## config.mk

```make
export PLATFORM = sky130hd
export DESIGN_NAME = uart_mmio_ctrl_flat
export DESIGN_NICKNAME = d
export VERILOG_FILES = /design/src/rtl/uart_mmio_ctrl_if.sv /design/src/rtl/uart_mmio_ctrl.sv /design/src/flat_wrapper.sv
export SDC_FILE = /design/constraint.sdc
export NUM_CORES = 1
export LEC_CHECK = 0
export ABC_AREA = 1
export BUFFER_PORTS_ARGS = -buffer_cell sky130_fd_sc_hd__buf_2
export CAP_MARGIN = 40
export CORE_MARGIN = 3
export CORE_UTILIZATION = 40
export DETAILED_ROUTE_END_ITERATION = 6
export PLACE_DENSITY_LB_ADDON = 0.08
export SYNTH_ARGS = -nofsm -noshare
export SYNTH_HDL_FRONTEND = slang
export SYNTH_SLANG_ARGS = --single-unit
```

## constraint.sdc

```tcl
create_clock -name clk -period 3 [get_ports clk]
set_input_delay 0.6 -clock clk [delete_from_list [all_inputs] [get_ports clk]]
set_output_delay 0.6 -clock clk [all_outputs]
set_load 0.03 [all_outputs]
```

## src/rtl/uart_mmio_ctrl_if.sv

```systemverilog
// rtl/uart_mmio_ctrl_if.sv - MMIO bus and UART byte handshakes for uart_mmio_ctrl
//
// Signals:
//   addr/rd_en/wr_en/wdata/rdata  CPU MMIO access (rdata registered in the controller)
//   inst_retired                  one instruction committed this cycle
//   rx_data/rx_valid/rx_ready     byte stream from uart_receiver
//   tx_data/tx_valid/tx_ready     byte stream to uart_transmitter
// Modports:
//   master  CPU and UART side (drives the requests, sees the controller outputs)
//   slave   the controller

interface uart_mmio_ctrl_if;
    logic [31:0] addr;
    logic        rd_en;
    logic        wr_en;
    logic [31:0] wdata;
    logic [31:0] rdata;
    logic        inst_retired;
    logic [7:0]  rx_data;
    logic        rx_valid;
    logic        rx_ready;
    logic [7:0]  tx_data;
    logic        tx_valid;
    logic        tx_ready;

    modport master (
        output addr, rd_en, wr_en, wdata, inst_retired, rx_data, rx_valid, tx_ready,
        input  rdata, rx_ready, tx_data, tx_valid
    );

    modport slave (
        input  addr, rd_en, wr_en, wdata, inst_retired, rx_data, rx_valid, tx_ready,
        output rdata, rx_ready, tx_data, tx_valid
    );
endinterface

```

## src/rtl/uart_mmio_ctrl.sv

```systemverilog
// rtl/uart_mmio_ctrl.sv - memory-mapped UART controller with RX/TX FIFOs and perf counters
//
// Purpose: buffers bytes between the CPU MMIO window 0x8000_00xx and the UART
// receiver/transmitter, and returns load data one cycle after the access.
// Optional feature macro: UART_MMIO_CTRL_COUNTERS_EN (cycle and retired-instruction
// counters plus the counter-reset register; without it those addresses read 0).
//
// Ports:
//   clk   core clock, rising edge
//   rst   asynchronous active-low reset
//   bus   uart_mmio_ctrl_if.slave (MMIO access, inst_retired, RX and TX byte handshakes)
//
// Register map (full 32-bit address compare):
//   0x8000_0000 status  {29'b0, rx_overflow, rx_not_empty, tx_not_full}, read clears overflow
//   0x8000_0004 RX data (read pops, empty read returns 0)
//   0x8000_0008 TX data (write pushes wdata[7:0], dropped when full)
//   0x8000_0010 cycle counter, 0x8000_0014 retired-instruction counter
//   0x8000_0018 counter reset (any write)

module uart_mmio_ctrl #(
    parameter int FIFO_DEPTH = 8
) (
    input  logic              clk,
    input  logic              rst,
    uart_mmio_ctrl_if.slave   bus
);

    localparam int AW = $clog2(FIFO_DEPTH);
    localparam logic [AW:0] FULL_CNT = (AW+1)'(FIFO_DEPTH);

    localparam logic [31:0] ADDR_STATUS  = 32'h8000_0000;
    localparam logic [31:0] ADDR_RX_DATA = 32'h8000_0004;
    localparam logic [31:0] ADDR_TX_DATA = 32'h8000_0008;
    localparam logic [31:0] ADDR_CYCLES  = 32'h8000_0010;
    localparam logic [31:0] ADDR_INSTS   = 32'h8000_0014;
    localparam logic [31:0] ADDR_CNT_RST = 32'h8000_0018;

    logic [7:0]  rx_mem [FIFO_DEPTH];
    logic [AW-1:0] rx_wptr, rx_rptr;
    logic [AW:0]   rx_count;
    logic          rx_overflow;

    logic [7:0]  tx_mem [FIFO_DEPTH];
    logic [AW-1:0] tx_wptr, tx_rptr;
    logic [AW:0]   tx_count;

    logic [31:0] rdata_q;
    logic [31:0] rd_mux;
    logic [31:0] cycle_cnt;
    logic [31:0] inst_cnt;

    // Full/empty come from the occupancy at the start of the cycle, so a
    // same-cycle pop never makes room for a push and vice versa.
    logic rx_full, rx_empty, tx_full, tx_empty;
    logic rx_push, rx_pop, tx_push, tx_pop;
    logic status_rd;

    assign rx_full  = (rx_count == FULL_CNT);
    assign rx_empty = (rx_count == '0);
    assign tx_full  = (tx_count == FULL_CNT);
    assign tx_empty = (tx_count == '0);

    assign rx_push   = bus.rx_valid && !rx_full;
    assign rx_pop    = bus.rd_en && (bus.addr == ADDR_RX_DATA) && !rx_empty;
    assign tx_push   = bus.wr_en && (bus.addr == ADDR_TX_DATA) && !tx_full;
    assign tx_pop    = !tx_empty && bus.tx_ready;
    assign status_rd = bus.rd_en && (bus.addr == ADDR_STATUS);

    assign bus.rx_ready = 1'b1;
    assign bus.tx_valid = !tx_empty;
    assign bus.tx_data  = tx_mem[tx_rptr];
    assign bus.rdata    = rdata_q;

    // RX FIFO and sticky overflow flag
    always_ff @(posedge clk or negedge rst) begin
        if (!rst) begin
            for (int i = 0; i < FIFO_DEPTH; i++) begin
                rx_mem[i] <= 8'h00;
            end
            rx_wptr     <= '0;
            rx_rptr     <= '0;
            rx_count    <= '0;
            rx_overflow <= 1'b0;
        end else begin
            if (rx_push) begin
                rx_mem[rx_wptr] <= bus.rx_data;
                rx_wptr         <= rx_wptr + AW'(1);
            end
            if (rx_pop) begin
                rx_rptr <= rx_rptr + AW'(1);
            end
            case ({rx_push, rx_pop})
                2'b10:   rx_count <= rx_count + (AW+1)'(1);
                2'b01:   rx_count <= rx_count - (AW+1)'(1);
                default: rx_count <= rx_count;
            endcase
            // A new overflow beats the clear from a same-cycle status read.
            if (bus.rx_valid && rx_full) begin
                rx_overflow <= 1'b1;
            end else if (status_rd) begin
                rx_overflow <= 1'b0;
            end
        end
    end

    // TX FIFO
    always_ff @(posedge clk or negedge rst) begin
        if (!rst) begin
            for (int i = 0; i < FIFO_DEPTH; i++) begin
                tx_mem[i] <= 8'h00;
            end
            tx_wptr  <= '0;
            tx_rptr  <= '0;
            tx_count <= '0;
        end else begin
            if (tx_push) begin
                tx_mem[tx_wptr] <= bus.wdata[7:0];
                tx_wptr         <= tx_wptr + AW'(1);
            end
            if (tx_pop) begin
                tx_rptr <= tx_rptr + AW'(1);
            end
            case ({tx_push, tx_pop})
                2'b10:   tx_count <= tx_count + (AW+1)'(1);
                2'b01:   tx_count <= tx_count - (AW+1)'(1);
                default: tx_count <= tx_count;
            endcase
        end
    end

`ifdef UART_MMIO_CTRL_COUNTERS_EN
    logic cnt_clr;
    assign cnt_clr = bus.wr_en && (bus.addr == ADDR_CNT_RST);

    always_ff @(posedge clk or negedge rst) begin
        if (!rst) begin
            cycle_cnt <= 32'd0;
            inst_cnt  <= 32'd0;
        end else if (cnt_clr) begin
            cycle_cnt <= 32'd0;
            inst_cnt  <= 32'd0;
        end else begin
            cycle_cnt <= cycle_cnt + 32'd1;
            inst_cnt  <= inst_cnt + {31'd0, bus.inst_retired};
        end
    end
`else
    assign cycle_cnt = 32'd0;
    assign inst_cnt  = 32'd0;
`endif

    // Only the low data byte is stored; inst_retired is idle without counters.
    logic unused_ok;
    assign unused_ok = ^{bus.wdata[31:8], bus.inst_retired};

    // Read mux sees pre-cycle state; the result is registered for write-back.
    always_comb begin
        rd_mux = 32'd0;
        case (bus.addr)
            ADDR_STATUS:  rd_mux = {29'd0, rx_overflow, !rx_empty, !tx_full};
            ADDR_RX_DATA: rd_mux = rx_empty ? 32'd0 : {24'd0, rx_mem[rx_rptr]};
            ADDR_CYCLES:  rd_mux = cycle_cnt;
            ADDR_INSTS:   rd_mux = inst_cnt;
            default:      rd_mux = 32'd0;
        endcase
    end

    always_ff @(posedge clk or negedge rst) begin
        if (!rst) begin
            rdata_q <= 32'd0;
        end else if (bus.rd_en) begin
            rdata_q <= rd_mux;
        end
    end

endmodule

```

## src/flat_wrapper.sv

```systemverilog
// flat-port wrapper written by rule: the top's interface ports become plain ports
module uart_mmio_ctrl_flat 
#(
    parameter int FIFO_DEPTH = 8
)
  (clk, rst, bus_addr, bus_rd_en, bus_wr_en, bus_wdata, bus_inst_retired, bus_rx_data, bus_rx_valid, bus_tx_ready, bus_rdata, bus_rx_ready, bus_tx_data, bus_tx_valid);
  uart_mmio_ctrl_if bus_i ();
  input  logic clk;
  input  logic rst;
  input wire logic [$bits(bus_i.addr)-1:0] bus_addr;
  input wire logic [$bits(bus_i.rd_en)-1:0] bus_rd_en;
  input wire logic [$bits(bus_i.wr_en)-1:0] bus_wr_en;
  input wire logic [$bits(bus_i.wdata)-1:0] bus_wdata;
  input wire logic [$bits(bus_i.inst_retired)-1:0] bus_inst_retired;
  input wire logic [$bits(bus_i.rx_data)-1:0] bus_rx_data;
  input wire logic [$bits(bus_i.rx_valid)-1:0] bus_rx_valid;
  input wire logic [$bits(bus_i.tx_ready)-1:0] bus_tx_ready;
  output wire logic [$bits(bus_i.rdata)-1:0] bus_rdata;
  output wire logic [$bits(bus_i.rx_ready)-1:0] bus_rx_ready;
  output wire logic [$bits(bus_i.tx_data)-1:0] bus_tx_data;
  output wire logic [$bits(bus_i.tx_valid)-1:0] bus_tx_valid;
  assign bus_i.addr = bus_addr;
  assign bus_i.rd_en = bus_rd_en;
  assign bus_i.wr_en = bus_wr_en;
  assign bus_i.wdata = bus_wdata;
  assign bus_i.inst_retired = bus_inst_retired;
  assign bus_i.rx_data = bus_rx_data;
  assign bus_i.rx_valid = bus_rx_valid;
  assign bus_i.tx_ready = bus_tx_ready;
  assign bus_rdata = bus_i.rdata;
  assign bus_rx_ready = bus_i.rx_ready;
  assign bus_tx_data = bus_i.tx_data;
  assign bus_tx_valid = bus_i.tx_valid;
  uart_mmio_ctrl #(.FIFO_DEPTH(FIFO_DEPTH)) u_core (.clk(clk), .rst(rst), .bus(bus_i));
endmodule
```

Word-level counts from Yosys, hierarchy flattened
Index checks and enable logic that the tools add are counted.
{"block": "word_totals", "register_bits": 181, "output_inout_bits": 42, "wordCells": 88}
{"block": "classes", "add_sub_neg": 8, "n_lt_le_gt_ge": 6, "eq_ne": 9, "mux": 18, "n_bitwise": 4, "n_reduce_logical": 19}
{"cell": "64-bit bitwise mux", "count": 2}
{"cell": "32-bit == test, second input constant", "count": 3}
{"cell": "32-bit case mux with 2 select lines", "count": 1}
{"cell": "8-bit 2-to-1 mux", "count": 7}
{"cell": "8-bit binary-select mux with 3-bit select", "count": 2}
{"cell": "8-bit demux with 3-bit select", "count": 2}
{"cell": "4-bit >= comparator, second input constant", "count": 4}
{"cell": "3-bit NOT with 4-bit output", "count": 4}
{"cell": "4-bit case mux with 2 select lines", "count": 2}
{"cell": "3-bit by 1-bit adder with 3-bit output, second input constant", "count": 4}
{"cell": "1-bit logical AND", "count": 10}
{"cell": "4-bit by 1-bit adder with 4-bit output, second input constant", "count": 2}
{"cell": "4-bit == test, second input constant", "count": 2}
{"cell": "4-bit zero test", "count": 2}
{"cell": "4-bit by 1-bit less-than comparator with 1-bit output, second input constant", "count": 2}
{"cell": "4-bit by 1-bit subtractor with 4-bit output, second input constant", "count": 2}
{"cell": "2-bit nonzero test", "count": 3}
{"cell": "2-bit by 1-bit == test with 1-bit output, second input constant", "count": 2}
{"cell": "2-bit == test, second input constant", "count": 2}
{"cell": "1-bit zero test", "count": 4}
{"cell": "1-bit 2-to-1 mux", "count": 2}

Depth between registers and ports, before layout
Gate-level depths: netlist of the first run.
{"block": "depth", "ltp_word": 6, "mapped_depth": 16, "depth_no_buf": 14}

Worst setup path before layout of the first run
OpenSTA, ideal clock, no wires.
{"block": "synth_timing", "kind": "input -> register", "start": "input bus_addr[23]", "end": "register u_core.tx_count[3]", "setup_time_ns": 0.131, "arrival_time_ns": 2.551, "required_ns": 2.869, "path_slack_ns": 0.318, "path_stages": 15, "n_path_buf": 2, "path_cell_list": "nor2_1 -> nand2_1 -> nor2_1 -> nand2_1 -> nor2_4 -> buf_12 -> buf_6 -> inv_1 -> ha_1 -> ha_1 -> a21oi_1 -> nand2_1 -> a21oi_1 -> o21ai_0 -> xor2_1"}
{"block": "synth_between", "elab_chain_len": 5, "elab_cells_between_ends": 7, "cone_classes": "eq/ne (3); mux (1); reduce/logical (3)"}
{"item": "start, declared", "line": "flat_wrapper.sv:10", "text": "input wire logic [$bits(bus_i.addr)-1:0] bus_addr;"}
{"item": "32-bit == test *", "line": "uart_mmio_ctrl.sv:65", "text": "assign tx_push = bus.wr_en && (bus.addr == ADDR_TX_DATA) && !tx_full;"}
{"item": "1-bit logical AND * (2 in a row)", "line": "uart_mmio_ctrl.sv:65"}
{"item": "2-bit by 1-bit == test with 1-bit output / 2-bit == test (equally long branches)", "line": "uart_mmio_ctrl.sv:123", "text": "case ({tx_push, tx_pop})"}
{"item": "4-bit case mux with 2 select lines / 2-bit nonzero test (equally long branches)"}
{"item": "end signal, assigned", "line": "uart_mmio_ctrl.sv:124", "text": "2'b10: tx_count <= tx_count + (AW+1)'(1);"}
{"item": "end signal, assigned", "line": "uart_mmio_ctrl.sv:125", "text": "2'b01: tx_count <= tx_count - (AW+1)'(1);"}
{"item": "end signal, assigned", "line": "uart_mmio_ctrl.sv:126", "text": "default: tx_count <= tx_count;"}
{"item": "end, declared", "line": "uart_mmio_ctrl.sv:45", "text": "logic [AW:0] tx_count;"}
Mark *: on every way between the ends. The rest lies on a longest branch, timed or not.
A chain may end at the register's enable or synchronous reset.

Worst setup path after layout of the first run
{"block": "layout_timing", "start": "register u_core.tx_rptr[0]", "end": "output bus_tx_data[3]"}
{"block": "layout_between", "elab_chain_len": 4}
{"item": "start, declared", "line": "uart_mmio_ctrl.sv:44", "text": "logic [AW-1:0] tx_wptr, tx_rptr;"}
{"item": "start signal, assigned", "line": "uart_mmio_ctrl.sv:121", "text": "tx_rptr <= tx_rptr + AW'(1);"}
{"item": "3-bit NOT with 4-bit output (implied by the code)", "line": "uart_mmio_ctrl.sv:71", "text": "assign bus.tx_data = tx_mem[tx_rptr];"}
{"item": "8-bit binary-select mux with 3-bit select", "line": "uart_mmio_ctrl.sv:71"}
{"item": "8-bit 2-to-1 mux (implied by the code) (2 in a row)", "line": "uart_mmio_ctrl.sv:71"}
{"item": "end, declared", "line": "flat_wrapper.sv:20", "text": "output wire logic [$bits(bus_i.tx_data)-1:0] bus_tx_data;"}
No other way between the ends. The select of a mux whose other input is x is not followed.

==> impl_results.md, run 1 <==
* Count leader, synth: nand2_1
* Flop pwr share at 0.384
* Hold_buf cts at 0
* Leak at 4.61 nW
* DR vias at 6,673
* Final Util at 0.468
* Die Y at 148 um
* Post-Place Worst Slack at 366 ps
* Adder-cell area share of the yosys netlist at 0.0179
* Cts bufs inserted at 17
* Placed inst area at 8600 sq um
* CTS root buf: clkbuf_16
* Worst-Margin Slew at 744 ps
* FMAX at 368 MHz
* Max Cap Viol at 0
* Rows at 51
* Grt total ovfl at 0
* Net Switching at 2.06 mW
* Arr. time, crit path at 2120 ps
* Pwr dens at 659 nW/um^2
* Slew headroom at 0.503
* Fin area at 9190 sq um
* Register area share after synthesis at 0.486
* # port buffers at 70
* Number of routed nets with antenna violations at 0
* Vias per cell at 5.07
* Final setup vio count at 0
* DR WL/cell at 16.1 um
* DRC Markers at 0
* Max VDD drop at 0.000420 V
* H-tree depth at 4
* Setup slack, reg-to-reg at 670 ps
* Die area at 22,000 sq um
* Share of cells above drive strength 1 at 0.148
* Vias in the first global route at 6,470
* Critical path required time at 2400 ps
* Area contributors post-synth: dfrtp_1 49%, nand2_1 14%, nor2_1 5.3%
* CTS resizes at 0
* CTS clk-pin slew, worst paths at 60 ps
* Area leader, netlist: dfrtp_1
* Mean Syn Cell Area at 8.26 sq um
* Hold slack at 199 ps
* Setup TNS at 0 ps
* Nets@finish at 1,129
* Starting Density at 0.412
* Worst Slack Setup Final at 283 ps
* RSZ-0062 raised after global routing: false
* Setup Fix Bufs, Post-CTS at 0
* Tot Pwr at 6.06 mW
* TritonCTS clock tree: done
* Wire length of the first global-routing pass at 35,000 um
* Worst Path Max Fanout at 19
* Core area at 19,700 sq um
* Top-area cell type share of the netlist area at 0.486
* Final count of hold timing violations at 0
* Initial antenna violation count at 0
* Synth Flop Type: dfrtp_1
* Final period util at 0.906
* Worst Setup End Kind: output port
* GPL Wtd Cong at 0.761
* Diode count at 0
* Chip width at 148 um
* Fin crit period at 2720 ps
* Status: completed
* Hold Crit Class: input port to async pin
* Drt total wl at 21,200 um
* EDFF count, synth at 0
* Clock group share of total power at 0.364
* Largest family of logic cells by synthesized area: simple AND/OR/NAND/NOR gates
* Detail Placement HPWL at 13,500 um
* Gr usage total at 0.201
* Area Overhead vs Synth at 13.6%
* Worst-Skew Late Latency at 440 ps
* Most frequent cells after synthesis: 299 x nand2_1, 157 x dfrtp_1, 115 x nor2_1
* Fin. max-slew vios at 0
* Comb power frac at 0.252
* Non-Filler Instances at 1,315
* Placed cell count at 1,285
* Yosys warnings at 0
* Simple-gate share of the synthesized area at 0.293
* Skew final at 15.0 ps
* Synth unique cells at 36
* Mux cell area share after synthesis at 0
* Number of synthesized register bits at 157
* Gate Count Post-Synth at 979
* CP Class: register to output port
* Int Power at 4.00 mW
* Switching portion of total power at 0.339
* First-pass DRT Iterations at 5
* Largest net degree at the start of global routing at 78
* Area fraction in compound gates after synthesis at 0.105
* Crit start category: register
* Sink Count at 157
* DRT iter0 DRCs at 509
* Clock Path Buffers at 2
* Synthesized cell area at 8090 sq um
* Io pins at 121
* Post-Synth XOR/XNOR Area at 0.0152
* Async S/R FF share, synth at 1.00
layout by cell type (no fill, tap or decap), drive strengths merged:
cell type / instances
nand3: 27
nand4: 73
ha: 10
xor2: 12
nor3: 2
xnor2: 2
clkinv: 7
clkinvlp: 4
o22ai: 10
buf: 100
conb: 25
o32ai: 16
dfrtp: 157
clkbuf: 19
nand2: 300
fa: 1
a21oi: 4
inv: 36
o21ai: 124
bufinv: 3
nor2: 118
power by group through the flow:
stage               registers (mW)  clock network [mW]  logic (mW)
finish                        2.33                2.20        1.52
floorplan                     2.33                   0        1.10
global route                  2.34                2.34        1.72
CTS                           2.33                2.24        1.54
detailed placement            2.37                   0        1.54
global placement              2.37                   0        1.53
state kept, by name, summed over array words and instances, names as in the netlist:
signal	count
u_core.bus.rdata	8
u_core.rx_count	4
u_core.rx_mem	64
u_core.rx_overflow	1
u_core.rx_rptr	3
u_core.rx_wptr	3
u_core.tx_count	4
u_core.tx_mem	64
u_core.tx_rptr	3
u_core.tx_wptr	3
layout make-up:
type	count	area, sq um
clock buffer	19	443
clock inverter	11	144
fill	1990	10500
inverter	39	149
multi-input combinational	724	3580
sequential	157	3930
tap	265	332
timing repair buffer	100	619
metal layers:
metal	share of wire	vias up	GRT usage
li1	-	3346	-
met4	0.013	0	0.0527
met5	0	-	0
met3	0.048	20	0.0387
met1	0.50	3147	0.296
met2	0.44	160	0.307
cells by family (layout without fill, tap and decap cells):
group | count (synthesis) | count (layout)
simple gates | 520 | 520
flops | 157 | 157
compound gates | 154 | 154
buf+inv | 121 | 169
xor+xnor | 14 | 14
fa+ha+maj | 11 | 11
other cells | 2 | 25
worst max-delay path, stage by stage, from the launching register on:
cell     delay [ps]
dfrtp_1         510
buf_4           290
nor2_1           70
o32ai_1         440
nand2_1          90
nand2_1          80
buf_2           190
path summary, 6_finish.rpt:
kind / start / end / cells after the start
min in group clk: bus_rx_valid / u_core.rx_overflow$_DFFE_PN0P_ / 3
worst max-delay path: u_core.tx_rptr[0]$_DFFE_PN0P_ / bus_tx_data[3] / 6
worst min-delay path: rst / u_core.rx_wptr[1]$_DFFE_PN0P_ / 1
max in group asynchronous: rst / u_core.tx_wptr[1]$_DFFE_PN0P_ / 2
worst max register to register: u_core.tx_count[1]$_DFFE_PN0P_ / u_core.tx_count[3]$_DFFE_PN0P_ / 11
worst min register to register: u_core.tx_mem[45]$_DFFE_PN0P_ / u_core.tx_mem[45]$_DFFE_PN0P_ / 2
Note: power is estimated with default switching activity, not from simulation.
==> inputs of run 2 (changes only) <==
--- a/config.mk
+++ b/config.mk
@@ -9,7 +9,7 @@
 export BUFFER_PORTS_ARGS = -buffer_cell sky130_fd_sc_hd__buf_2
 export CAP_MARGIN = 40
 export CORE_MARGIN = 3
-export CORE_UTILIZATION = 40
+export CORE_UTILIZATION = 50
 export DETAILED_ROUTE_END_ITERATION = 6
 export PLACE_DENSITY_LB_ADDON = 0.08
 export SYNTH_ARGS = -nofsm -noshare
==> impl_results.md, run 2 (synthesis results as in run 1) <==
* Fin crit period at 2700 ps
* CP Class: register to output port
* Max Cap Viol at 0
* RSZ-0062 raised after global routing: false
* Vias in the first global route at 6,175
* Buf/Inv on CP at 3
* Area Overhead vs Synth at 12.2%
* Tot Pwr at 5.88 mW
* Critical path required time at 2400 ps
* Max VDD drop at 0.000399 V
* Detail Placement HPWL at 12,800 um
* Share of cells above drive strength 1 at 0.149
* Final count of hold timing violations at 0
* DRC Markers at 0
* Worst path max stage delay at 370 ps
* CTS root buf: clkbuf_16
* Status: completed
* R2R Path End: u_core.tx_count[3]$_DFFE_PN0P_
* Initial antenna violation count at 0
* Non-Filler Instances at 1,261
* Rows at 45
* DR vias at 6,781
* Hold slack at 128 ps
* Arr. time, crit path at 2100 ps
* # port buffers at 70
* Setup Fix Bufs, Post-CTS at 0
* Flop pwr share at 0.397
* Fin. max-slew vios at 0
* Comb power frac at 0.259
* CP delay by family, top: buffers and inverters
* Pwr dens at 648 nW/um^2
* Leak at 4.61 nW
* Worst reg2reg path depth at 11
* Nets@finish at 1,127
* Core area at 15,500 sq um
* Final setup vio count at 0
* Hold_buf cts at 0
* Skew final at 6.07 ps
* Die Y at 133 um
* DR WL/cell at 15.9 um
* Sink Count at 157
* Worst-Skew Late Latency at 430 ps
* Drt total wl at 20,100 um
* TritonCTS clock tree: done
* Setup slack, reg-to-reg at 650 ps
* Crit path cell chain: inv_1, buf_4, nor2_1, o32ai_1, nand2_1, nand2_1, buf_2
* Vias per cell at 5.38
* Worst Setup End Kind: output port
* Wire length of the first global-routing pass at 32,500 um
* Switching portion of total power at 0.355
* Net Switching at 2.09 mW
* Grt total ovfl at 0
* Clock group share of total power at 0.344
* CTS resizes at 0
* Crit start category: register
* Final Util at 0.584
* Int Power at 3.79 mW
* FMAX at 370 MHz
* Most frequent cells in the layout: 299 x nand2_1, 157 x dfrtp_1, 115 x nor2_1
* Crit path from: u_core.tx_rptr[0]$_DFFE_PN0P_
* Placed cell count at 1,229
* Worst Path Max Fanout at 14
* Cts bufs inserted at 17
* Slowest CP cell: dfrtp_1
* Starting Density at 0.520
* Chip width at 133 um
* CTS clk-pin slew, worst paths at 60 ps
* DRT iter0 DRCs at 479
* Worst-Margin Slew at 656 ps
* RR Startpoint: u_core.tx_count[0]$_DFFE_PN0P_
* Commonest non-fill, non-tap cell in the layout: nand2_1
* First-pass DRT Iterations at 7
* H-tree depth at 4
* Largest net degree at the start of global routing at 56
* Setup TNS at 0 ps
* Fill cell count at 1,467
* Clock Path Buffers at 2
* Gr usage total at 0.229
* Io pins at 121
* Hold Crit Class: input port to async pin
* Diode count at 0
* Final period util at 0.901
* GPL Wtd Cong at 0.799
* Number of routed nets with antenna violations at 0
* Slew headroom at 0.560
* Die area at 17,700 sq um
* Critical Path Most Common Cell: nand2_1
==> run 2: layer usage <==
layer,vias to the layer above,GRT usage,wire length [um]
li1,3336,-,-
met1,3211,0.346,9720
met2,219,0.341,8950
met3,15,0.0457,1250
met4,0,0.0571,160
met5,-,0,0
==> run 2: worst max-delay path by stage <==
| stage | slack [ps] | end | cells past startpoint |
|---|---|---|---|
| final | 300 | bus_tx_data[0] | 7 |
| after global routing | 130 | bus_tx_data[2] | 7 |
| after CTS | 270 | bus_tx_data[0] | 7 |
| after detailed placement | 320 | u_core.tx_count[3]$_DFFE_PN0P_ | 14 |
| after global placement | 360 | u_core.tx_count[3]$_DFFE_PN0P_ | 14 |
| after floorplan | 320 | u_core.tx_count[3]$_DFFE_PN0P_ | 15 |
==> run 2: metrics by stage <==
stage / area [sq um] / setup WS, ps
detailed placement: 8520 / 319
floorplan: 8170 / 318
global route: 9070 / 133
finish: 9070 / 296
global placement: 8480 / 359
CTS: 9070 / 268
==> run 2: worst reg2reg max path: cells and delay by family (launching register included) <==
kind	cells	cell delay, ps
fa+ha+maj	2	600
simple gates	4	570
flops	1	420
compound gates	3	390
xor+xnor	1	150
buf+inv	1	90
==> run 2: layout make-up <==
| type | count | area (sq um) | share of cell area |
|---|---|---|---|
| Clock inverter | 14 | 110 | 0.0121 |
| Timing Repair Buffer | 98 | 607 | 0.0669 |
| Tap cell | 211 | 264 | 0.0291 |
| Multi-Input combinational cell | 724 | 3580 | 0.394 |
| Inverter | 39 | 149 | 0.0164 |
| Clock buffer | 18 | 439 | 0.0484 |
| Sequential cell | 157 | 3930 | 0.433 |
==> run 2: power by group through the flow <==
stage | Clock, mW | Sequential [mW] | Combinational, mW
final | 2.02 | 2.33 | 1.52
after floorplan | 0 | 2.33 | 1.10
after global routing | 2.15 | 2.35 | 1.70
after detailed placement | 0 | 2.37 | 1.53
after global placement | 0 | 2.40 | 1.44
after CTS | 2.06 | 2.34 | 1.54
==> inputs of run 3 (changes only) <==
--- a/config.mk
+++ b/config.mk
@@ -12,6 +12,7 @@
 export CORE_UTILIZATION = 50
 export DETAILED_ROUTE_END_ITERATION = 6
 export PLACE_DENSITY_LB_ADDON = 0.08
+export REMOVE_ABC_BUFFERS = 1
 export SYNTH_ARGS = -nofsm -noshare
 export SYNTH_HDL_FRONTEND = slang
 export SYNTH_SLANG_ARGS = --single-unit
==> impl_results.md, run 3 (synthesis results as in run 1) <==
* Status: completed
* Chip width at 133 um
* Diode count at 0
* CTS resizes at 0
* Skew final at 5.77 ps
* Slew headroom at 0.460
* Max VDD drop at 0.000515 V
* Sink Count at 157
* TritonCTS clock tree: done
* Fin area at 9100 sq um
* CTS clk-pin slew, worst paths at 60 ps
* Critical Path Most Common Cell: nand2_1
* Clock Path Buffers at 2
* CP delay by family, top: buffers and inverters
* DR WL/cell at 15.7 um
* Setup Fix Bufs, Post-CTS at 0
* Fill cell count at 1,461
* # port buffers at 70
* Vias per cell at 5.38
* Worst-Skew Late Latency at 430 ps
* Grt total ovfl at 0
* Worst path max stage delay at 550 ps
* Crit path cell chain: buf_4, nor2_1, o32ai_1, nand2_1, nand2_1, buf_2
* Io pins at 121
* Initial antenna violation count at 0
* CP Class: register to output port
* Placed inst area at 8540 sq um
* GPL Wtd Cong at 0.812
* Critical path required time at 2400 ps
* Final Util at 0.586
* Most frequent cells in the layout: 299 x nand2_1, 157 x dfrtp_1, 115 x nor2_1
* Largest net degree at the start of global routing at 78
* Wire length of the first global-routing pass at 33,000 um
* First-pass DRT Iterations at 7
* Die Y at 133 um
* Fin crit period at 2840 ps
* Fin. max-slew vios at 0
* DRC Markers at 0
* Hold Crit Class: input port to async pin
* Nets@finish at 1,127
* Pwr dens at 655 nW/um^2
* FMAX at 353 MHz
* CTS root buf: clkbuf_16
* Gr usage total at 0.230
* Area Overhead vs Synth at 12.5%
* H-tree depth at 4
* Buf/Inv on CP at 2
* Worst Path Max Fanout at 26
* Max Cap Viol at 0
* Arr. time, crit path at 2240 ps
* Final count of hold timing violations at 0
* Worst-Margin Slew at 809 ps
* Leak at 4.60 nW
* Slowest CP cell: dfrtp_1
* Non-Filler Instances at 1,261
* Rows at 45
* DR vias at 6,784
* Hold_buf cts at 0
* Starting Density at 0.520
* Worst Setup End Kind: output port
* Core area at 15,500 sq um
* Crit start category: register
* Detail Placement HPWL at 12,600 um
* RSZ-0062 raised after global routing: false
* Placed cell count at 1,229
* Final period util at 0.945
* Vias in the first global route at 6,493
* DRT iter0 DRCs at 588
* Final setup vio count at 0
* Number of routed nets with antenna violations at 0
* Die area at 17,700 sq um
* Commonest non-fill, non-tap cell in the layout: nand2_1
* Cts bufs inserted at 17
* Drt total wl at 19,800 um
* Share of cells above drive strength 1 at 0.147
==> run 3: cell count changes in the layout (fill, tap and decap cells not counted), moves of 2 or more <==
| cell | change |
|---|---|
| clkbuf_8 | +2 |
| clkbuf_1 | +2 |
| inv_8 | -2 |
| clkinvlp_4 | +4 |
| clkinv_4 | -2 |
| inv_6 | -4 |
==> run 3: metrics by stage <==
stage               worst slack, ps  power (mW)  setup TNS, ps  hold slack (ps)
floorplan                      -302        3.35           -302              304
global placement                369        3.87              0              448
detailed placement              361        3.91              0              454
CTS                             169        5.99              0              182
global route                   68.6        6.26              0              196
finish                          164        5.96              0              164
==> run 3: final timing paths <==
kind	end	cells past startpoint	slack (ps)	from
max	bus_tx_data[2]	6	160	u_core.tx_rptr[0]$_DFFE_PN0P_
min	u_core.bus.rdata[2]$_DFFE_PN0P_	1	160	rst
max reg2reg	u_core.tx_count[3]$_DFFE_PN0P_	11	670	u_core.tx_count[1]$_DFFE_PN0P_
min reg2reg	u_core.tx_mem[43]$_DFFE_PN0P_	2	470	u_core.tx_mem[43]$_DFFE_PN0P_
max in group asynchronous	u_core.rx_mem[45]$_DFFE_PN0P_	2	2010	rst
min in group clk	u_core.rx_overflow$_DFFE_PN0P_	3	440	bus_rx_valid
==> run 3: area by class of cell <==
cell class | instances | area [sq um] | area share
tap | 211 | 264 | 0.0290
timing repair buffer | 98 | 619 | 0.0681
clock buffer | 22 | 474 | 0.0521
sequential | 157 | 3930 | 0.432
inverter | 39 | 149 | 0.0164
multi-input combinational | 724 | 3580 | 0.393
clock inverter | 10 | 90.1 | 0.00990
==> run 3: report_power, final <==
part           switching, mW  leakage, nW  total [mW]  internal (mW)
registers              0.162         2.14        2.37           2.20
clock network          0.871        0.260        2.07           1.20
logic                   1.02         2.19        1.52          0.503
total                   2.05         4.60        5.96           3.91
==> run 3: routing by layer <==
| metal | track usage | share of wire | vias up |
|---|---|---|---|
| met5 | 0 | 0 | - |
| met4 | 0.0697 | 0.010 | 0 |
| met3 | 0.0449 | 0.046 | 18 |
| met2 | 0.395 | 0.50 | 201 |
| met1 | 0.296 | 0.44 | 3231 |
| li1 | - | - | 3334 |
